## src/rtl/axi_lite_read_arbiter.sv

```systemverilog
// Two-requester AXI-Lite read arbiter: round-robin grant, one outstanding read at a time.
// Optional transaction timeout with DEADBEEF error response is enabled by defining ARB_TIMEOUT_EN.
module axi_lite_read_arbiter #(
    parameter int unsigned ADDR_WIDTH     = 32,
    parameter int unsigned DATA_WIDTH     = 32,
    parameter int unsigned TIMEOUT_CYCLES = 256
) (
    input  logic                    clk,
    input  logic                    resetn,
    input  logic [1:0]              i_m_arvalid,
    output logic [1:0]              o_m_arready,
    input  logic [2*ADDR_WIDTH-1:0] i_m_araddr,
    output logic [1:0]              o_m_rvalid,
    input  logic [1:0]              i_m_rready,
    output logic [DATA_WIDTH-1:0]   o_m_rdata,
    output logic                    o_s_arvalid,
    input  logic                    i_s_arready,
    output logic [ADDR_WIDTH-1:0]   o_s_araddr,
    input  logic                    i_s_rvalid,
    output logic                    o_s_rready,
    input  logic [DATA_WIDTH-1:0]   i_s_rdata,
    output logic [1:0]              o_grant,
    output logic                    o_timeout
);

    if (TIMEOUT_CYCLES < 2 || TIMEOUT_CYCLES > 65535) begin : g_bad_timeout
        $error("TIMEOUT_CYCLES must be in 2..65535");
    end

`ifdef ARB_TIMEOUT_EN
    typedef enum logic [1:0] {StIdle, StAddr, StData, StErr} state_e;
    localparam logic [DATA_WIDTH-1:0] ErrData  = DATA_WIDTH'(32'hDEAD_BEEF);
    localparam logic [15:0]           LastTick = 16'(TIMEOUT_CYCLES - 1);
`else
    typedef enum logic [1:0] {StIdle, StAddr, StData} state_e;
`endif

    state_e     state;
    logic [1:0] last_grant;
    logic [1:0] winner;
    logic       data_done;

    // Tie goes to whoever did not own the previous transaction.
    always_comb begin
        winner = 2'b00;
        case (i_m_arvalid)
            2'b01:   winner = 2'b01;
            2'b10:   winner = 2'b10;
            2'b11:   winner = (last_grant == 2'b01) ? 2'b10 : 2'b01;
            default: winner = 2'b00;
        endcase
    end

    assign data_done = i_s_rvalid & (|(o_grant & i_m_rready));

`ifdef ARB_TIMEOUT_EN
    logic [15:0] timer;
    logic        timer_expired;

    assign timer_expired = (timer == LastTick);

    always_ff @(posedge clk or negedge resetn) begin
        if (!resetn) begin
            timer <= '0;
        end else if (state == StIdle) begin
            timer <= '0;
        end else if (state == StAddr || state == StData) begin
            timer <= timer + 16'd1;
        end
    end
`endif

    always_ff @(posedge clk or negedge resetn) begin
        if (!resetn) begin
            state      <= StIdle;
            o_grant    <= 2'b00;
            last_grant <= 2'b10;
            o_s_araddr <= '0;
`ifdef ARB_TIMEOUT_EN
            o_timeout  <= 1'b0;
`endif
        end else begin
            unique case (state)
                StIdle: begin
                    if (|i_m_arvalid) begin
                        o_grant    <= winner;
                        o_s_araddr <= winner[1] ? i_m_araddr[2*ADDR_WIDTH-1:ADDR_WIDTH]
                                                : i_m_araddr[ADDR_WIDTH-1:0];
                        state      <= StAddr;
                    end
                end
                StAddr: begin
`ifdef ARB_TIMEOUT_EN
                    if (timer_expired) begin
                        state     <= StErr;
                        o_timeout <= 1'b1;
                    end else
`endif
                    if (i_s_arready) begin
                        state <= StData;
                    end
                end
                StData: begin
                    if (data_done) begin
                        state      <= StIdle;
                        last_grant <= o_grant;
                        o_grant    <= 2'b00;
                    end
`ifdef ARB_TIMEOUT_EN
                    else if (timer_expired) begin
                        state     <= StErr;
                        o_timeout <= 1'b1;
                    end
`endif
                end
`ifdef ARB_TIMEOUT_EN
                StErr: begin
                    if (|(o_grant & i_m_rready)) begin
                        state      <= StIdle;
                        last_grant <= o_grant;
                        o_grant    <= 2'b00;
                    end
                end
`endif
                default: state <= StIdle;
            endcase
        end
    end

`ifndef ARB_TIMEOUT_EN
    assign o_timeout = 1'b0;
`endif

    // Downstream rready stays high outside DATA so stale responses are swallowed.
    always_comb begin
        o_m_arready = 2'b00;
        o_s_arvalid = 1'b0;
        o_m_rvalid  = 2'b00;
        o_s_rready  = 1'b1;
        o_m_rdata   = '0;
        unique case (state)
            StIdle: o_m_arready = resetn ? winner : 2'b00;
            StAddr: o_s_arvalid = 1'b1;
            StData: begin
                o_m_rvalid = o_grant & {2{i_s_rvalid}};
                o_s_rready = |(o_grant & i_m_rready);
                o_m_rdata  = i_s_rdata;
            end
`ifdef ARB_TIMEOUT_EN
            StErr: begin
                o_m_rvalid = o_grant;
                o_m_rdata  = ErrData;
            end
`endif
            default: ;
        endcase
    end

endmodule

```

## config.mk

```make
export PLATFORM = sky130hd
export DESIGN_NAME = axi_lite_read_arbiter
export DESIGN_NICKNAME = d
export VERILOG_FILES = /design/src/rtl/axi_lite_read_arbiter.sv
export SDC_FILE = /design/constraint.sdc
export NUM_CORES = 1
export LEC_CHECK = 0
export BUFFER_PORTS_ARGS = -buffer_cell sky130_fd_sc_hd__buf_2
export CAP_MARGIN = 20
export CELL_PAD_IN_SITES_DETAIL_PLACEMENT = 0
export CELL_PAD_IN_SITES_GLOBAL_PLACEMENT = 1
export CORE_ASPECT_RATIO = 0.75
export CORE_MARGIN = 2
export CORE_UTILIZATION = 32
export CTS_CLUSTER_DIAMETER = 200
export DETAILED_ROUTE_END_ITERATION = 7
export PLACE_DENSITY_LB_ADDON = 0.15
export RECOVER_POWER = 100
export REMOVE_ABC_BUFFERS = 1
export SLEW_MARGIN = 20
export SYNTH_ARGS = -nofsm -noshare
export SYNTH_HDL_FRONTEND = slang
export SYNTH_SLANG_ARGS = --single-unit
```

## constraint.sdc

```tcl
create_clock -name clk -period 3.39 [get_ports clk]
set_input_delay 0.678 -clock clk [delete_from_list [all_inputs] [get_ports clk]]
set_output_delay 0.678 -clock clk [all_outputs]
set_load 0.03 [all_outputs]
```

# [Word-level counts from Yosys, hierarchy flattened]
# Cells that the tools add are included.
[word_totals] memories=0 input_bits=104 romBits=0 ram_bits=0 latch_bits=0 regBits=38 out_inout_bits=73
[classes] eq_ne=9 mux=15 n_lt_le_gt_ge=0 bitwise_logic=3 reduce_logical=8 div_mod_pow=0 mul=0 n_addsub=0 shift=0
[op_table] op="$mux 32" n=2
[op_table] op="$mux 2" n=8
[op_table] op="$pmux 2 s3" n=2
[op_table] op="$eq 2x1->1 const B" n=3
[op_table] op="$eq 2x2->1 const B" n=3
[op_table] op="$ne 2x2->1 const B" n=3
[op_table] op="$reduce_and 3->1" n=2
[op_table] op="$and 2x2->2" n=2
[op_table] op="$pmux 2 s2" n=1
[op_table] op="$reduce_and 2->1" n=2
[op_table] op="$reduce_or 2->1" n=2
[op_table] op="$logic_not 2->1" n=1
[op_table] op="$mux 1" n=2
[op_table] op="$reduce_bool 2->1" n=1
[op_table] op="$and 1x1->1" n=1

# [Logic depth before layout (Yosys ltp)]
# Gate-level depths: netlist (run 1).
[depth] word_depth=5 depth_mapped=6

# [Worst setup path after synthesis (run 1)]
# Ideal clock, no wire load.
[synth_timing] kind="in2out" start="input i_m_arvalid[0]" end="output o_m_arready[1]" cell_stages=4 t_required_ns=2.712 path_buffers=2 slack_ns=1.103 arrival_ns=1.609 cell_sequence="buf_2 > clkinv_1 > clkbuf_1 > o2111a_1"
[synth_via] elab_chain_cells=4
[synth_lines] item="start, declared" line_no="10" source="input logic [1:0] i_m_arvalid,"
[synth_lines] item="$eq 2x2->1 or $eq 2x1->1 (tied branches)" line_no="46" source="case (i_m_arvalid)"
[synth_lines] item="$pmux 2 s3 *" line_no="46"
[synth_lines] item="$mux 2 *" line_no="142" source="StIdle: o_m_arready = resetn ? winner : 2'b00;"
[synth_lines] item="$mux 2 *" line_no="141" source="unique case (state)"
[synth_lines] item="end, declared" line_no="11" source="output logic [1:0] o_m_arready,"
# Mark *: on every way between the ends. The rest lies on a longest branch, timed or not.

# [Final worst setup path (run 1)]
[layout_timing] start="input i_m_arvalid[0]" end="register o_s_araddr[7]"
[layout_via] elab_chain_cells=3
[layout_lines] item="$eq 2x2->1 or $eq 2x1->1 (tied branches)" line_no="46"
[layout_lines] item="$pmux 2 s3" line_no="46"
[layout_lines] item="$mux 32" line_no="87" source="o_s_araddr <= winner[1] ? i_m_araddr[2*ADDR_WIDTH-1:ADDR_WIDTH]"
[layout_lines] item="end signal, assigned" line_no="87"
[layout_lines] item="end, declared" line_no="18" source="output logic [ADDR_WIDTH-1:0] o_s_araddr,"
# Parallel ways exist; a longest one is shown, timed or not.
# A chain may end at the register's enable or synchronous reset.

==> impl_metrics.yaml, run 1 <==
status:
  outcome: "finished with violations"
  violations: "capacitance limit, slew limit"
die:
  die_w_um: 110
  dieArea_um2: 9110
  num_rows: 28
  io_pins: 177
  core_area_um2: 7990
  initial_utilization_pct: 33.5
  die_y_um: 83.2
setup_path:
  path_class: "input pin to flop"
  cp-startpoint: "i_m_arvalid[0]"
  r2r-start: "last_grant[1]"
  crit_arrival_ns: 2.81
  slowest_delay_ns: 1.28
  crit_path_start_kind: "input pin"
  worstPathMaxFanout: 34
  slowest_stage: "clkbuf_1"
  cp_cell_sequence: "buf_2, clkbuf_1, nor2_2, buf_4, o21ai_0, o41ai_2"
  r2r_slack_ns: 1.62
  worstPathRequired_ns: 3.53
  r2r_cells: 4
  r2r-end: "o_s_araddr[20]"
  end_kind: "flop"
synthesis:
  yosysSeqAreaShare_pct: 35.6
  netlist_area_um2: 2680
  syn_inst: 291
  syn_area_per_cell_um2: 9.19
  synthDistinctLibCells: 31
  ys_ff_latch: 38
  ys.warnings.count: 0
pwr:
  leakage_nw: 1.56
  power.density_nw_per_um2: 843
  ir_drop_mv: 0.314
clock_tree:
  cts.path.max_buffers: 2
  clk_latency_ns: 0.28
  htreeDepth: 2
  cts_setup_buffers: 0
  clockRootBuffer: "clkbuf_8"
  clock-sinks: 38
  ctsResizeCount: 0
  clk_pin_slew_ns: 0.08
  hold_buffers: 0
  cts_made_buffers: 5
  cts_tree: "yes"
global_route:
  grt_pass1_vias: 2713
  grt_pass1_wl_um: 14100
  antenna_found_initial: 0
  grt_max_degree: 68
  grt_overflow: 0
  grt_use_total_pct: 19.2
timing:
  rsz0062_at_grt: "false"
  worstMarginPinSlew_ns: 1.76
  relSlewSlack_pct: -17.2
  finalSetupTns_ns: 0
  finalCriticalPeriod_ns: 2.67
  finalHoldViolations: 0
  period_share_pct: 78.7
  fmaxAchievable_ghz: 0.375
  fin_ws_ns: 0.721
  finalMaxSlewViolations: 35
  clock_skew_ns: 0.00611
  finalSetupViolCount: 0
hold_path:
  min_path_type: "input pin to asynchronous set/reset pin"
final_layout:
  post-route-util_pct: 44.3
  final_cell_mix: "buf_2 (102), clkbuf_1 (75), dfrtp_1 (37)"
  register_area_um2: 952
  area_growth_pct: 32.1
  drive_gt1_share_pct: 32.3
  diodes: 0
  fill_cells: 846
  multiInputGateArea_um2: 1510
  mostFrequentLayoutCell: "buf_2"
  fin_nets: 552
job:
  maxCapViolCount: 1
routing:
  routed_wl_um: 8960
  num_vias: 2803
  drt_iter0_markers: 221
  antenna_left: 0
  post_drt_via_cell_ratio: 5.06
  drc: 0
  first_pass_iters: 4
  post_drt_wl_per_cell_um: 16.2
placement:
  post-place-ws_ns: 1.02
  io_buffer_count: 175
  dp_hpwl_um: 6070
  gp_congestion: 0.792
==> per-layer routing <==
metal	track usage [%]	routed length (um)	up-vias
li1	-	-	1381
met1	28.4	4320	1313
met2	29.1	3920	103
met3	4.24	649	6
met4	3.11	65	0
met5	0	0	-
==> state kept, by name, indices dropped and copies added, names as in the netlist <==
name,count
last_grant,2
o_grant,2
o_s_araddr,32
state,2
==> synth_stat cells <==
library cell | number | share of area [%]
conb_1 | 1 | 0.14
nor2_1 | 34 | 4.8
a21oi_1 | 32 | 6.0
and3_1 | 3 | 0.70
inv_1 | 1 | 0.14
buf_6 | 2 | 0.84
nand3_1 | 1 | 0.19
buf_2 | 6 | 1.1
buf_4 | 4 | 1.1
clkbuf_1 | 18 | 2.5
clkinv_1 | 1 | 0.14
dfstp_2 | 1 | 0.98
nand2_1 | 1 | 0.14
o21ai_0 | 36 | 6.7
or3b_2 | 1 | 0.33
o2bb2ai_1 | 1 | 0.33
o41ai_2 | 25 | 15
buf_1 | 1 | 0.14
and4_1 | 1 | 0.33
mux2_2 | 2 | 0.84
o211ai_1 | 1 | 0.28
nor2b_1 | 3 | 0.70
dfrtp_1 | 37 | 35
o2111a_1 | 1 | 0.42
a22o_1 | 2 | 0.65
o41ai_1 | 7 | 2.3
and2_1 | 32 | 7.5
nand3b_2 | 1 | 0.42
buf_8 | 2 | 1.1
nor3b_1 | 32 | 9.0
or2_4 | 1 | 0.33
==> power by group <==
part | switching [mW] | internal, mW | leakage [nW]
Combinational | 1.25 | 0.570 | 1.06
Clock | 0.163 | 0.164 | 0.0482
Sequential | 0.142 | 0.689 | 0.456
Total | 1.56 | 1.42 | 1.56
==> kinds of logic after synthesis <==
logic type	after synthesis	share of synthesized area, %
compound gates	105	31.9
other cells	1	0.140
buf+inv	35	7.16
simple gates	110	24.4
flops	38	35.6
mux	2	0.842
==> critical path: cells and delay by family <==
| family | cells | cell delay, ns |
|---|---|---|
| and+or+nand+nor | 1 | 0.08 |
| AOI/OAI and AO/OA | 2 | 0.36 |
| buffers and inverters | 3 | 1.68 |
==> worst max-delay path by stage <==
stage                     endpoint  slack, ns  cells after the start
finish               o_s_araddr[7]       0.72                      6
global route         o_s_araddr[2]       0.57                      6
CTS                     o_s_rready       1.02                      4
detailed placement      o_s_rready       1.02                      4
global placement        o_s_rready       1.01                      4
floorplan           o_m_arready[0]       0.93                      2
==> through the flow <==
stage	power [mW]	hold WS, ns	instances	cell area [um^2]
floorplan	2.18	0.382	258	2490
global placement	2.75	0.485	546	3560
detailed placement	2.77	0.489	546	3560
CTS	3.11	0.181	554	3650
global route	3.18	0.235	554	3530
finish	2.98	0.231	554	3530
==> layout make-up <==
type | count | share of cell area (%)
Clock inverter | 1 | 0.142
Inverter | 2 | 0.212
Sequential cell | 38 | 26.9
Tap cell | 105 | 3.72
Multi-Input combinational cell | 218 | 42.8
Clock buffer | 7 | 2.44
Timing Repair Buffer | 183 | 23.8
(Power assumes the default switching activity.)
==> run 2: changes to the inputs <==
- ABC_AREA: not set -> 1
- CORE_UTILIZATION: 32 -> 25
- clock period: 3.39 -> 2.65 ns (I/O delays scaled with it)
==> impl_metrics.yaml, run 2 <==
status:
  outcome: "finished, final reports clean"
synthesis:
  yosysMostFrequentCell: "nand2_1"
  ys_ff_latch: 38
  netlist_area_um2: 2340
  synth_largest_area_cell: "dfrtp_1"
  synth.top_cell.area_share_pct: 39.6
  ys.flop_type: "dfrtp_1"
  syn_inst: 384
  synthDistinctLibCells: 19
  syn_area_per_cell_um2: 6.10
  async_flop_share_pct: 100
  ys.warnings.count: 0
  synth_area_leaders: "dfrtp_1 (40%), nand2_1 (33%), inv_1 (12%)"
  yosysSeqAreaShare_pct: 40.7
  synth_edf_count: 0
  yosys-top-cells-count: "nand2_1 (203), inv_1 (72), dfrtp_1 (37)"
timing:
  period_share_pct: 85.1
  finalSetupTns_ns: 0
  hold_ws_ns: 0.465
  finalSetupViolCount: 0
  relSlewSlack_pct: 32.4
  clock_skew_ns: 0.00483
  finalMaxSlewViolations: 0
  worstMarginPinSlew_ns: 1.01
  finalCriticalPeriod_ns: 2.26
  finalHoldViolations: 0
  fmaxAchievable_ghz: 0.443
  fin_ws_ns: 0.394
  rsz0062_at_grt: "false"
routing:
  num_vias: 2626
  drt_iter0_markers: 105
  drc: 0
  post_drt_via_cell_ratio: 3.85
  first_pass_iters: 4
  routed_wl_um: 7510
  post_drt_wl_per_cell_um: 11.0
  antenna_left: 0
die:
  initial_utilization_pct: 25.8
  die_y_um: 87.8
  dieArea_um2: 10200
  num_rows: 30
  core_area_um2: 9080
  die_w_um: 116
  io_pins: 177
pwr:
  leakage_nw: 2.14
  power_frac_seq_pct: 27.9
  p_sw_mw: 2.02
  ir_drop_mv: 0.383
  power.density_nw_per_um2: 1130
  p_sw_share_pct: 53.4
  p_int_mw: 1.76
  combPwrFrac_pct: 56.3
  p_clk_share_pct: 15.8
final_layout:
  final_cell_mix: "nand2_1 (203), buf_2 (103), clkbuf_1 (73)"
  fill_cells: 1028
  mostFrequentLayoutCell: "nand2_1"
  fin_nets: 657
  fin_area_um2: 3350
  diodes: 0
  drive_gt1_share_pct: 21.3
  area_growth_pct: 43.3
  multiInputGateArea_um2: 1010
  largest_register: "o_s_araddr"
  largest_register_ffs: 32
  register_area_um2: 952
clock_tree:
  cts_setup_buffers: 0
  clk_latency_ns: 0.28
  cts_made_buffers: 5
  clk_pin_slew_ns: 0.05
  hold_buffers: 0
  ctsResizeCount: 0
  clockRootBuffer: "clkbuf_16"
  cts_tree: "yes"
  cts.path.max_buffers: 2
  clock-sinks: 38
  htreeDepth: 2
placement:
  post-place-ws_ns: 0.609
  gp_congestion: 0.748
  dp_hpwl_um: 5440
  io_buffer_count: 175
  placedInstanceArea_um2: 3310
setup_path:
  r2r-start: "state[0]"
  r2r-end: "o_s_araddr[2]"
  r2r_slack_ns: 0.50
  end_kind: "output port"
  crit_arrival_ns: 1.73
  worstPathRequired_ns: 2.12
  cp_cell_sequence: "inv_1, nor2_1, clkinv_1, buf_4, nor3_1, clkbuf_1"
  slowest_delay_ns: 0.36
  crit_path_start_kind: "flop"
  worstPathMaxFanout: 36
  path_class: "flop to output port"
  slowest_stage: "dfrtp_1"
  r2r_cells: 7
  crit_family: "buffers and inverters"
  critPathBufInv: 4
global_route:
  grt_max_degree: 39
  grt_pass1_wl_um: 12200
  grt_pass1_vias: 2624
  grt_overflow: 0
  grt_use_total_pct: 15.3
  antenna_found_initial: 0
job:
  maxCapViolCount: 0
hold_path:
  whs_path_depth: 2
  hold_start: "i_s_arready"
  hold_end: "state[0]"
  min_path_type: "input pin to flop"
==> run 2: cell types whose count changed in the layout (fill, tap and decap cells not counted), moves of 31 or more <==
cell | previous run | this run
nand2_1 | 1 | 203
inv_1 | 1 | 72
and2_1 | 32 | 0
nor3b_1 | 32 | 0
a21oi_1 | 32 | 1
o21ai_0 | 36 | 5
==> run 2: power by group through the flow <==
| stage | Sequential (mW) | Clock, mW | Combinational, mW |
|---|---|---|---|
| after detailed placement | 1.05 | 0 | 2.27 |
| final | 1.05 | 0.595 | 2.13 |
| after global routing | 1.10 | 0.648 | 2.37 |
| after floorplan | 1.57 | 0 | 1.01 |
| after CTS | 1.05 | 0.613 | 2.27 |
| after global placement | 1.06 | 0 | 2.25 |
==> run 2: worst max-delay path by stage <==
stage / from / end / slack, ns / depth (start not counted)
floorplan: state[1] / o_m_rvalid[0] / 0.19 / 4
global placement: i_m_arvalid[0] / o_grant[0] / 0.61 / 6
detailed placement: i_m_arvalid[0] / o_grant[0] / 0.61 / 6
CTS: state[1] / o_m_rvalid[0] / 0.48 / 6
global route: state[0] / o_s_araddr[5] / 0.22 / 7
finish: state[1] / o_m_rvalid[0] / 0.39 / 6
==> run 2: logic make-up after synthesis <==
| group | after synthesis | synth area share (%) |
|---|---|---|
| and+or+nand+nor | 248 | 41.7 |
| buffers and inverters | 90 | 15.8 |
| DFF | 38 | 40.7 |
| AOI/OAI and AO/OA | 7 | 1.60 |
| other | 1 | 0.160 |
==> run 2: per-layer routing <==
layer | global-route usage (%) | share of wire (%) | vias to the layer above
li1 | - | - | 1421
met1 | 20.2 | 49 | 1120
met2 | 24.7 | 43 | 79
met3 | 4.98 | 6.5 | 6
met4 | 3.14 | 0.59 | 0
met5 | 0 | 0 | -
==> run 2: final cells by class <==
| type | count | share of cell area [%] |
|---|---|---|
| Clock inverter | 1 | 0.149 |
| Clock buffer | 7 | 4.25 |
| Tap cell | 128 | 4.77 |
| Inverter | 74 | 8.28 |
| Sequential cell | 38 | 28.4 |
| Timing Repair Buffer | 178 | 24.0 |
| Multi-Input combinational cell | 256 | 30.1 |
==> run 2: stage by stage <==
stage                     std cells  utilization [%]  total power [mW]
after floorplan                 368                -              2.58
after detailed placement        674             36.4              3.32
after global routing            682             36.9              4.12
after global placement          674             36.4              3.30
final                           682             36.9              3.78
after CTS                       682             38.0              3.93
